## config.mk

```make
export PLATFORM = sky130hd
export DESIGN_NAME = router_out_port_flat
export DESIGN_NICKNAME = d
export VERILOG_FILES = /design/src/rtl/router_out_port_if.sv /design/src/rtl/router_out_port.sv /design/src/flat_wrapper.sv
export SDC_FILE = /design/constraint.sdc
export NUM_CORES = 1
export LEC_CHECK = 0
export CAP_MARGIN = 15
export CORE_MARGIN = 2
export CORE_UTILIZATION = 45
export CTS_BUF_LIST = sky130_fd_sc_hd__clkbuf_2
export CTS_CLUSTER_DIAMETER = 60
export DETAILED_ROUTE_END_ITERATION = 10
export SETUP_SLACK_MARGIN = 0.3
export SLEW_MARGIN = 15
export SYNTH_ARGS = -nofsm -noshare
export SYNTH_HDL_FRONTEND = slang
export SYNTH_SLANG_ARGS = --single-unit
```

## constraint.sdc

```tcl
create_clock -name clock -period 5.1 [get_ports clock]
set_input_delay 1.02 -clock clock [delete_from_list [all_inputs] [get_ports clock]]
set_output_delay 1.02 -clock clock [all_outputs]
set_load 0.01 [all_outputs]
```

## src/rtl/router_out_port_if.sv

```systemverilog
// Egress port bundle: core-side byte write channel plus the reader-side ready/read/data port.
// Write: a byte moves when wr_valid && wr_ready on a clock edge; read: a byte pops when read && ready.
interface router_out_port_if #(
    parameter int CW = 7
);
    logic          wr_valid;
    logic [7:0]    wr_data;
    logic          wr_last;
    logic          wr_ready;
    logic          ready;
    logic          read;
    logic [7:0]    data;
    logic [CW-1:0] pkt_count;
    logic          ovf_err;

    modport master (
        output wr_valid, wr_data, wr_last, read,
        input  wr_ready, ready, data, pkt_count, ovf_err
    );

    modport slave (
        input  wr_valid, wr_data, wr_last, read,
        output wr_ready, ready, data, pkt_count, ovf_err
    );
endinterface

```

## src/rtl/router_out_port.sv

```systemverilog
// Output-port packet buffer: stores whole packets from the routing core and serves them
// byte-by-byte to the port reader, with a one-cycle ready=0 gap between packets.
module router_out_port #(
    parameter int DEPTH = 64,
    parameter int AW    = 6,
    parameter int CW    = 7
) (
    input  logic              clock,
    input  logic              reset,
    router_out_port_if.slave  port,
    output logic [1:0]        state_dbg
);
    localparam logic [1:0] S_IDLE = 2'd0;
    localparam logic [1:0] S_SEND = 2'd1;
    localparam logic [1:0] S_GAP  = 2'd2;
    localparam logic [AW:0] PTR_ONE = {{AW{1'b0}}, 1'b1};
    localparam logic [CW-1:0] CNT_ONE = {{(CW-1){1'b0}}, 1'b1};

    logic [8:0]    mem [DEPTH];
    logic [AW:0]   wr_ptr;
    logic [AW:0]   rd_ptr;
    logic [1:0]    state;
    logic [1:0]    state_nxt;
    logic [CW-1:0] pkt_count_q;
    logic [7:0]    data_q;
    logic          ovf_q;

    logic full;
    logic wr_fire;
    logic commit;
    logic ready_int;
    logic pop;
    logic pop_last;
    logic [8:0] rd_entry;

    // Same index with differing wrap bits means every entry is occupied.
    assign full      = (wr_ptr[AW-1:0] == rd_ptr[AW-1:0]) && (wr_ptr[AW] != rd_ptr[AW]);
    // Held low while reset is asserted; full is evaluated before any same-cycle pop.
    assign port.wr_ready = reset && !full;
    assign wr_fire   = port.wr_valid && port.wr_ready;
    assign commit    = wr_fire && port.wr_last;

    assign ready_int = (state == S_SEND) || ((state == S_IDLE) && (pkt_count_q != '0));
    assign pop       = port.read && ready_int;
    assign rd_entry  = mem[rd_ptr[AW-1:0]];
    assign pop_last  = pop && rd_entry[8];

    assign port.ready     = ready_int;
    assign port.data      = data_q;
    assign port.pkt_count = pkt_count_q;
    assign port.ovf_err   = ovf_q;
    assign state_dbg      = state;

    always_ff @(posedge clock) begin
        if (wr_fire) begin
            mem[wr_ptr[AW-1:0]] <= {port.wr_last, port.wr_data};
        end
    end

    always_comb begin
        state_nxt = state;
        case (state)
            S_IDLE: begin
                if (pop) begin
                    state_nxt = pop_last ? S_GAP : S_SEND;
                end
            end
            S_SEND: begin
                if (pop_last) begin
                    state_nxt = S_GAP;
                end
            end
            S_GAP:   state_nxt = S_IDLE;
            default: state_nxt = S_IDLE;
        endcase
    end

    always_ff @(posedge clock or negedge reset) begin
        if (!reset) begin
            wr_ptr      <= '0;
            rd_ptr      <= '0;
            state       <= S_IDLE;
            pkt_count_q <= '0;
            data_q      <= 8'h00;
            ovf_q       <= 1'b0;
        end else begin
            state <= state_nxt;
            if (wr_fire) begin
                wr_ptr <= wr_ptr + PTR_ONE;
            end
            if (pop) begin
                rd_ptr <= rd_ptr + PTR_ONE;
                data_q <= rd_entry[7:0];
            end
            // A commit and a final pop in the same cycle cancel out.
            if (commit && !pop_last) begin
                pkt_count_q <= pkt_count_q + CNT_ONE;
            end else if (!commit && pop_last) begin
                pkt_count_q <= pkt_count_q - CNT_ONE;
            end
            if (port.wr_valid && !port.wr_ready) begin
                ovf_q <= 1'b1;
            end
        end
    end
endmodule
```

## src/flat_wrapper.sv

```systemverilog
// flat-port wrapper written by rule: the top's interface ports become plain ports
module router_out_port_flat 
#(
    parameter int DEPTH = 64,
    parameter int AW    = 6,
    parameter int CW    = 7
)
  (clock, reset, state_dbg, port_wr_valid, port_wr_data, port_wr_last, port_read, port_wr_ready, port_ready, port_data, port_pkt_count, port_ovf_err);
  router_out_port_if #(.CW(CW)) port_i ();
  input  logic clock;
  input  logic reset;
  output logic [1:0] state_dbg;
  input wire logic [$bits(port_i.wr_valid)-1:0] port_wr_valid;
  input wire logic [$bits(port_i.wr_data)-1:0] port_wr_data;
  input wire logic [$bits(port_i.wr_last)-1:0] port_wr_last;
  input wire logic [$bits(port_i.read)-1:0] port_read;
  output wire logic [$bits(port_i.wr_ready)-1:0] port_wr_ready;
  output wire logic [$bits(port_i.ready)-1:0] port_ready;
  output wire logic [$bits(port_i.data)-1:0] port_data;
  output wire logic [$bits(port_i.pkt_count)-1:0] port_pkt_count;
  output wire logic [$bits(port_i.ovf_err)-1:0] port_ovf_err;
  assign port_i.wr_valid = port_wr_valid;
  assign port_i.wr_data = port_wr_data;
  assign port_i.wr_last = port_wr_last;
  assign port_i.read = port_read;
  assign port_wr_ready = port_i.wr_ready;
  assign port_ready = port_i.ready;
  assign port_data = port_i.data;
  assign port_pkt_count = port_i.pkt_count;
  assign port_ovf_err = port_i.ovf_err;
  router_out_port #(.DEPTH(DEPTH), .AW(AW), .CW(CW)) u_core (.clock(clock), .reset(reset), .port(port_i), .state_dbg(state_dbg));
endmodule
```

---- Word-level counts from Yosys, hierarchy flattened ----
Memories as Yosys holds them, arrays and structs flattened.
Cells that the tools add are included.
word-level totals
  input port bits ......................... 13
  word-level logic and storage cells ...... 43
  output and inout port bits .............. 20
  memories ................................ 1
  memory bits (writable) .................. 576
  bits in registers ....................... 32
memories
  name        words  width  read ports  clocked after memory_dff  wr ports  line                   RTL
  u_core.mem  64     9      1           0                         1         router_out_port.sv:19  logic [8:0] mem [DEPTH];
cells by class
  reduce and logical (&&, ||, !) cells .... 19
  multiplexer cells ....................... 8
  $add $sub $neg .......................... 4
  equality and inequality tests ........... 5
operators with widths
  operator               number
  $add A7 B1 Y7 const B  3
  $mux W7                2
  $logic_and A1 B1 Y1    10
  $reduce_bool A7 Y1     1
  $sub A7 B1 Y7 const B  1
  $eq A6 B6 Y1           1
  $mux W2                3
  $logic_not A1 Y1       4
  $ne A2 B1 Y1 const B   2
  $pmux W2 S2            1
  $eq A2 B1 Y1 const B   1
  $logic_not A2 Y1       1
  $mux W1                2
  $reduce_and A2 Y1      1
  $reduce_bool A2 Y1     1
  $logic_or A1 B1 Y1     1
  $ne A1 B1 Y1           1

---- Depth between registers and ports, before layout ----
Gate-level depths: netlist of run 1.
  word-level depth ........................ 10
  depth in mapped cells ................... 19
  gate-level depth less buffers ........... 15

---- Worst setup path after synthesis of run 1 ----
Ideal clock, no wire load.
  kind .................................... input port to flip-flop
  start ................................... input port port_read
  end ..................................... register u_core.pkt_count_q[6], in the netlist u_core.port.pkt_count[6]
  required time ........................... 5.020 ns
  path slack .............................. 1.681 ns
  path buffers ............................ 2
  cell stages on the path ................. 13
  data arrival time ....................... 3.339 ns
  setup time .............................. 0.080 ns
  cells stage by stage .................... and2_1 > clkbuf_1 > buf_1 > nand2_1 > ha_1 > inv_1 > ha_1 > a21o_1 > a21oi_1 > o21bai_1 > a21oi_1 > mux2i_1 > xnor2_1
on the way
  word-level cells in the longest chain between the ends .. 5
  elaborated cells on any way between the ends .. 7
  those cells by class .................... 1 x mux; 6 x reduce/logical
RTL lines
  element                                        line                   RTL
  start, declared                                flat_wrapper.sv:16     input wire logic [$bits(port_i.read)-1:0] port_read;
  $logic_and A1 B1 Y1 *                          router_out_port.sv:44  assign pop = port.read && ready_int;
  $logic_and A1 B1 Y1 *                          router_out_port.sv:46  assign pop_last = pop && rd_entry[8];
  $logic_not A1 Y1                               router_out_port.sv:96  if (commit && !pop_last) begin
  $logic_and A1 B1 Y1                            router_out_port.sv:96
  $mux W7 or $reduce_bool A2 Y1 (tied branches)  --
  end signal, assigned                           router_out_port.sv:97  pkt_count_q <= pkt_count_q + CNT_ONE;
  end signal, assigned                           router_out_port.sv:99  pkt_count_q <= pkt_count_q - CNT_ONE;
  end, declared                                  router_out_port.sv:24  logic [CW-1:0] pkt_count_q;
Every way passes the cells marked *; elsewhere a longest branch is shown, timed or not.
A chain may end at the register's enable or synchronous reset.

---- Worst setup path in the final report of run 1 ----
  start ................................... register u_core.rd_ptr[0]
  end ..................................... output port port_wr_ready
on the way
  word-level cells in the longest chain between the ends .. 4
RTL lines
  element                 line                   RTL
  start, declared         router_out_port.sv:21  logic [AW:0] rd_ptr;
  start signal, assigned  router_out_port.sv:92  rd_ptr <= rd_ptr + PTR_ONE;
  $eq A6 B6 Y1            router_out_port.sv:37  assign full = (wr_ptr[AW-1:0] == rd_ptr[AW-1:0]) && (wr_ptr[AW] != rd_ptr[AW]);
  $logic_and A1 B1 Y1     router_out_port.sv:37
  $logic_not A1 Y1        router_out_port.sv:39  assign port.wr_ready = reset && !full;
  $logic_and A1 B1 Y1     router_out_port.sv:39
  end, declared           flat_wrapper.sv:17     output wire logic [$bits(port_i.wr_ready)-1:0] port_wr_ready;
Every way passes these cells.

==> run summary, run 1 <==
- **final count of negative-setup-slack endpoints** 0
- **Worst-path clk slew** 0.10 ns
- **library cells used by synthesis** 52
- **number of port buffers** 32
- **post-route DRC violation count** 0
- **layout overhead on the synthesized area** 12.0%
- **sequential area share after synthesis** 74.8%
- **fraction of synthesis flops using an asynchronous set or reset pin** 5.26%
- **number of instances on the worst hold path** 1
- **Worst Max-Slew Pin Slew** 0.995 ns
- **combinational cell fraction of total power** 30.3%
- **fraction of final layout cells with drive strength greater than 1** 31.3%
- **final-layout setup total negative slack** 0 ns
- **wire length of the first global-routing pass** 82,800 microns
- **area fraction of the dominant cell type after synthesis** 71.5%
- **number of routed nets with antenna violations** 0
- **placer's final routability congestion estimate** 0.812
- **hold wc startpoint** port_wr_data[2]
- **leading post-synthesis cells by cell area** sky130_fd_sc_hd__edfxtp_1, sky130_fd_sc_hd__mux4_2, sky130_fd_sc_hd__mux2i_1, sky130_fd_sc_hd__dfrtp_1, sky130_fd_sc_hd__nor2_1
- **FP Rows** 84
- **antenna violations before repair** 1
- **number of cells on the worst reg-to-reg path** 14
- **Post-Syn Instances** 1,206
- **NetSw** 4450 uW
- **startpoint types** flip-flop
- **Mean Syn Cell Area** 20.1 sq um
- **clk sinks** 608
- **post-synth top area cell** sky130_fd_sc_hd__edfxtp_1
- **DPL Wire Length** 33,000 microns
- **DR pass1 iterations** 5
- **Leak** 0.00915 uW
- **Crit Reg-Reg Startpoint** u_core.rd_ptr[0]
- **register bit total from synthesis** 608
- **WL per Instance** 25.2 microns
- **wire length reported by the detailed router** 56,000 microns
- **Final min period** 4.43 ns
- **Initial Util** 45.8%
- **total internal power** 8900 uW
- **via count of the first global-routing pass** 12,780
- **Tot GR Track Use** 20.6%
- **maximum number of pins on one net before global-route repair** 65
- **Worst Hold Endpoint** u_core.mem[15][2]
- **relative contribution of sequential cells to total power** 44.5%
- **unrepaired setup endpoints after global routing** false
- **outcome** completed
- **Overflow after GRT** 0
- **synth warn** 0
- **max-capacitance violation count** 0
- **worst IR drop on VDD** 244 uV
- **total number of nets in the final design** 1,437
- **final hold viol count** 0
- **CTS root buf** sky130_fd_sc_hd__clkbuf_2
- **iteration-0 DRC count of the detailed router** 1,113
- **switching part of the total** 33.3%
- **most used flip-flop cell after synthesis** sky130_fd_sc_hd__edfxtp_1
- **total power per unit cell area** 493 mW/mm^2
- **number of enable-type register cells in the synthesized netlist** 576
- **worst-case clock skew** 0.0860 ns
- **post-synthesis instance area** 0.0242 sq mm
- **area of the die** 0.0556 sq mm
- **Worst-Skew Late Latency** 1.26 ns
- **Worst R2R Setup Slack** 1.17 ns
- **crit path kind** reg -> out
- **Reg2Reg Capture Point** u_core.port.pkt_count[6]
- **Post-Syn Nets** 1,228
- **fmax** 226 MHz
- **die boundary width** 236 microns
- **TritonCTS clock tree** yes
- **H-tree levels** 4
- **die height** 236 microns
- **post-route worst hold slack** 0.328 ns
- **element type at the critical path end** output pin
- **number of buffers between clock root and the deepest sink** 3
- **# IOs** 33
- **core area** 0.0529 sq mm
- **post-route fraction of the period consumed by the critical path** 86.8%
- **Slew headroom** 33.4%
- **maximum fanout encountered on the critical timing path** 34
- **WP data required** 4.08 ns
- **average vias per placed instance** 5.62
- **number of buffers created by CTS** 152
- **Final Max Tran Viols** 0
- **vias after detailed routing** 12,491
- **endpoint arrival time on the critical path** 3.41 ns
- **type of the worst min-delay path** in -> reg
- **fraction of power consumed by the clock network** 25.1%
[worst max-delay path, stage by stage (launching register included)]
cell                              delay [ns]
sky130_fd_sc_hd__dfrtp_4                0.69
sky130_fd_sc_hd__buf_12                 0.31
sky130_fd_sc_hd__xnor2_1                0.16
sky130_fd_sc_hd__nand4_1                0.12
sky130_fd_sc_hd__o21ai_0                0.24
sky130_fd_sc_hd__inv_1                  0.11
sky130_fd_sc_hd__clkdlybuf4s50_1        0.51
[sequential cells by signal (all words and copies together), names as in the netlist]
register	count
u_core.port.ovf_err	1
u_core.port.pkt_count	7
u_core.wr_ptr	7
u_core.state_dbg	2
u_core.mem	576
u_core.rd_ptr	7
u_core.port.data	8
[power groups by stage]
stage,clock [uW],combinational [uW],sequential [uW]
6_report,3360,4050,5950
5_1_grt,3720,4310,5970
4_1_cts,3490,3990,5980
3_5_place_dp,0,3790,6180
3_3_place_gp,0,3760,6170
2_1_floorplan,0,2940,5870
[metrics by stage]
| stage | setup slack [ns] | total power, uW | instance area [sq um] | utilization [%] | std cells |
|---|---|---|---|---|---|
| 2_1_floorplan | 1.68 | 8800 | 24200 | - | 1206 |
| 3_3_place_gp | 0.989 | 9940 | 25500 | 48.2 | 1940 |
| 3_5_place_dp | 0.916 | 9980 | 25500 | 48.2 | 1940 |
| 4_1_cts | 0.309 | 13500 | 27000 | 51.1 | 2221 |
| 5_1_grt | 0.348 | 14000 | 27100 | 51.2 | 2224 |
| 6_report | 0.672 | 13400 | 27100 | 51.2 | 2224 |
[placed cells by master (no fill, tap or decap), drive strengths merged, types with 3 or more instances in the layout]
master and count:
a22oi 7, o32ai 4, mux4 129, xnor2 21
nor2 91, mux2i 81, a21oi 18, nand3 18
a31oi 3, edfxtp 576, a21o 3, nor4 4
inv 13, clkbuf 235, xor2 4, a211oi 5
o21ai 13, nand3b 16, bufinv 4, and2 3
o221ai 4, clkdlybuf4s50 22, nand4 5, a221oi 4
dfrtp 32, dlygate4sd3 4, o211ai 7, mux2 5
ha 8, nor2b 3, nand2 29, clkinv 29
o22ai 11, nor3 8, buf 96
[synth_stat cells, types with 4 or more instances]
cell type                  instances
sky130_fd_sc_hd__edfxtp_1        576
sky130_fd_sc_hd__nand3b_1         16
sky130_fd_sc_hd__a211oi_1          5
sky130_fd_sc_hd__mux4_1            9
sky130_fd_sc_hd__buf_2            24
sky130_fd_sc_hd__dfrtp_1          32
sky130_fd_sc_hd__nand2_1          29
sky130_fd_sc_hd__nor2_1           91
sky130_fd_sc_hd__o32ai_1           4
sky130_fd_sc_hd__nand3_1          18
sky130_fd_sc_hd__nand4_1           5
sky130_fd_sc_hd__o22ai_1          11
sky130_fd_sc_hd__inv_1             9
sky130_fd_sc_hd__xnor2_1          21
sky130_fd_sc_hd__buf_4            14
sky130_fd_sc_hd__o211ai_1          6
sky130_fd_sc_hd__nor3_1            8
sky130_fd_sc_hd__clkbuf_1          8
sky130_fd_sc_hd__o21ai_0          12
sky130_fd_sc_hd__buf_6            11
sky130_fd_sc_hd__xor2_1            4
sky130_fd_sc_hd__nor4_1            4
sky130_fd_sc_hd__ha_1              8
sky130_fd_sc_hd__buf_1             6
sky130_fd_sc_hd__a21oi_1          18
sky130_fd_sc_hd__mux2_2            5
sky130_fd_sc_hd__a22oi_1           7
sky130_fd_sc_hd__a221oi_1          4
sky130_fd_sc_hd__o221ai_1          4
sky130_fd_sc_hd__mux4_2          120
sky130_fd_sc_hd__mux2i_1          81
[layer usage]
| metal | vias to the layer above | wire, microns | track usage, % |
|---|---|---|---|
| met5 | - | 0 | 0 |
| met4 | 0 | 1130 | 6.76 |
| met3 | 88 | 3540 | 5.70 |
| met2 | 442 | 26500 | 31.5 |
| met1 | 6511 | 24900 | 28.8 |
| li1 | 5450 | - | - |
[area by class of cell]
cell class              instances  area (sq um)
diodes                          1          2.50
clock buffers                 235          1180
clock inverters                39           273
fillers                      4315         25800
inverters                       9          33.8
multi-input cells             522          5600
flip-flops and latches        608         18100
well taps                     688           861
repair buffers                122          1040
[cell families (layout without fill, tap and decap cells)]
family                     count (synthesis)  after routing  share of synthesized area, %
xor gates and xnor gates                  25             25                         0.905
other                                      0              1                             0
and+or+nand+nor                          185            185                          3.50
buffers and inverters                     76            405                          2.08
AOI/OAI and AO/OA                         88             88                          2.50
adders and majority gates                  9              9                         0.496
muxes                                    215            215                          15.7
DFF                                      608            608                          74.8
[what timing repair did]
action	4_1_cts	5_1_grt
hold endpoints to repair	40	0
setup endpoints to repair	1	1
setup buffers	3	2
hold buffers	4	0
gates resized for setup	2	3
[how the worst max path moves through the flow]
stage	depth (start not counted)	startpoint	endpoint	slack, ns
2_1_floorplan	13	port_read	u_core.port.pkt_count[6]	1.68
3_3_place_gp	16	u_core.rd_ptr[1]	u_core.port.pkt_count[6]	0.99
3_5_place_dp	15	u_core.rd_ptr[0]	u_core.port.pkt_count[6]	0.92
4_1_cts	6	u_core.rd_ptr[0]	port_wr_ready	0.31
5_1_grt	6	u_core.rd_ptr[0]	port_wr_ready	0.35
6_report	6	u_core.rd_ptr[0]	port_wr_ready	0.67
No activity file was read; power rests on OpenSTA's default activity.
==> run 2, diff against run 1 <==
- REMOVE_ABC_BUFFERS: not set -> 1
==> run summary, run 2 (same netlist as run 1, synthesis figures left out) <==
- **DPL Wire Length** 34,200 microns
- **die boundary width** 236 microns
- **Crit Reg-Reg Startpoint** u_core.rd_ptr[0]
- **hold wc startpoint** port_wr_data[2]
- **endpoint arrival time on the critical path** 3.37 ns
- **via count of the first global-routing pass** 12,775
- **wire length reported by the detailed router** 56,000 microns
- **WL per Instance** 25.5 microns
- **area of the die** 0.0556 sq mm
- **number of cells on the worst reg-to-reg path** 14
- **DR WL met3** 3910 microns
- **die height** 236 microns
- **placer's final routability congestion estimate** 0.863
- **wire length of the first global-routing pass** 83,600 microns
- **DR pass1 iterations** 6
- **CTS root buf** sky130_fd_sc_hd__clkbuf_2
- **post-route worst setup slack** 0.713 ns
- **number of routed nets with antenna violations** 0
- **final standard cell area without fillers** 0.0267 sq mm
- **Worst Hold Endpoint** u_core.mem[24][2]
- **total internal power** 8620 uW
- **H-tree levels** 4
- **post-route worst hold slack** 0.216 ns
- **Worst Max-Slew Pin Slew** 1.05 ns
- **switching part of the total** 33.5%
- **NetSw** 4340 uW
- **number of port buffers** 32
- **Final min period** 4.39 ns
- **met2 routed wirelength** 26,300 microns
- **clk sinks** 608
- **relative contribution of sequential cells to total power** 46.9%
- **combinational cell fraction of total power** 29.0%
- **vias after detailed routing** 12,420
- **post-route fraction of the period consumed by the critical path** 86.0%
- **maximum number of pins on one net before global-route repair** 65
- **final count of negative-setup-slack endpoints** 0
- **worst IR drop on VDD** 255 uV
- **fraction of power consumed by the clock network** 24.0%
- **Final Max Tran Viols** 0
- **WP data required** 4.08 ns
- **iteration-0 DRC count of the detailed router** 1,309
- **number of buffers between clock root and the deepest sink** 3
- **startpoint types** flip-flop
- **type of the worst min-delay path** in -> reg
- **FP Rows** 84
- **final hold viol count** 0
- **Placed Instance Area** 0.0254 sq mm
- **Leak** 0.00892 uW
- **Reg2Reg Capture Point** u_core.port.pkt_count[6]
- **antenna violations before repair** 2
- **Initial Util** 45.8%
- **Core Util, Final** 50.6%
- **post-route DRC violation count** 0
- **cell with the largest stage delay on the worst path** sky130_fd_sc_hd__dfrtp_1
- **Worst-path clk slew** 0.10 ns
- **core area** 0.0529 sq mm
- **Tot GR Track Use** 20.7%
- **most frequent cells in the layout** sky130_fd_sc_hd__edfxtp_1, sky130_fd_sc_hd__clkbuf_2, sky130_fd_sc_hd__mux4_2
- **fmax** 228 MHz
- **max-capacitance violation count** 0
- **leading cell type in the layout, fill and taps excluded** sky130_fd_sc_hd__edfxtp_1
- **TritonCTS clock tree** yes
- **worst-case clock skew** 0.117 ns
- **quantity of gates resized following cts** 0
- **met1 wire length** 24,600 microns
- **fraction of final layout cells with drive strength greater than 1** 29.5%
- **Worst R2R Setup Slack** 0.89 ns
- **flip-flop count of the largest register after layout** 576
- **top routing layer used** met4
- **average vias per placed instance** 5.65
- **number of instances on the worst hold path** 1
- **maximum fanout encountered on the critical timing path** 20
- **number of buffers created by CTS** 151
- **element type at the critical path end** output pin
- **total power after layout** 13,000 uW
- **Post-Place Setup Slack** 0.871 ns
- **# IOs** 33
- **Worst-Skew Late Latency** 1.32 ns
- **Overflow after GRT** 0
- **Slew headroom** 29.6%
- **outcome** completed
- **unrepaired setup endpoints after global routing** false
- **layout overhead on the synthesized area** 10.5%
- **worst-path cell chain** xnor2_1, nand3_1, o21ai_0, inv_1, clkdlybuf4s50_1
- **total number of nets in the final design** 1,415
- **crit path kind** reg -> out
- **total power per unit cell area** 485 mW/mm^2
- **delay of the slowest cell on the worst path** 0.93 ns
-- run 2: repair_timing --
item                       in CTS  in global routing
buffers inserted                0                  0
setup endpoints to repair       0                  0
hold buffers                    2                  0
hold endpoints to repair       30                  0
-- run 2: layout make-up --
class                      instances  area, sq um
fill                            4345        26100
sequential                       608        18100
multi-input combinational        522         5600
clock buffer                     226         1130
tap                              688          861
timing repair buffer             101          798
clock inverter                    42          194
inverter                           9         33.8
antenna                            3         7.51
-- run 2: worst max-delay path by stage --
| stage | startpoint | to | slack (ns) |
|---|---|---|---|
| after floorplan | u_core.rd_ptr[0] | u_core.port.pkt_count[6] | -3.12 |
| after global placement | u_core.rd_ptr[0] | u_core.port.pkt_count[6] | 0.94 |
| after detailed placement | u_core.rd_ptr[0] | u_core.port.pkt_count[6] | 0.87 |
| after CTS | u_core.rd_ptr[0] | port_wr_ready | 0.51 |
| after global routing | u_core.rd_ptr[3] | port_wr_ready | 0.44 |
| final | u_core.rd_ptr[3] | port_wr_ready | 0.71 |
-- run 2: worst max-delay path: cells and delay by family, from the launching register on --
family	cells	cell delay [ns]
flip-flops	1	0.93
buffers and inverters	2	0.62
AO/OA/AOI/OAI	1	0.25
XOR/XNOR	1	0.19
AND/OR/NAND/NOR	1	0.13
-- run 2: per-layer routing --
metal  up-vias  track usage, %
li1       5418               -
met1      6425            29.2
met2       495            31.3
met3        82            5.45
met4         0            7.49
met5         -               0
-- run 2: power by group through the flow --
| stage | combinational (uW) | sequential (uW) | clock [uW] |
|---|---|---|---|
| after floorplan | 2510 | 6450 | 0 |
| after global placement | 3770 | 6190 | 0 |
| after detailed placement | 3780 | 6200 | 0 |
| after CTS | 3790 | 6080 | 3230 |
| after global routing | 4020 | 6130 | 3470 |
| final | 3760 | 6080 | 3120 |
-- run 2: through the flow --
| stage | cells | setup TNS, ns |
|---|---|---|
| 4_1_cts | 2196 | 0 |
| 3_3_place_gp | 1926 | 0 |
| 5_1_grt | 2198 | 0 |
| 2_1_floorplan | 1139 | -946.53 |
| 3_5_place_dp | 1926 | 0 |
| 6_report | 2199 | 0 |
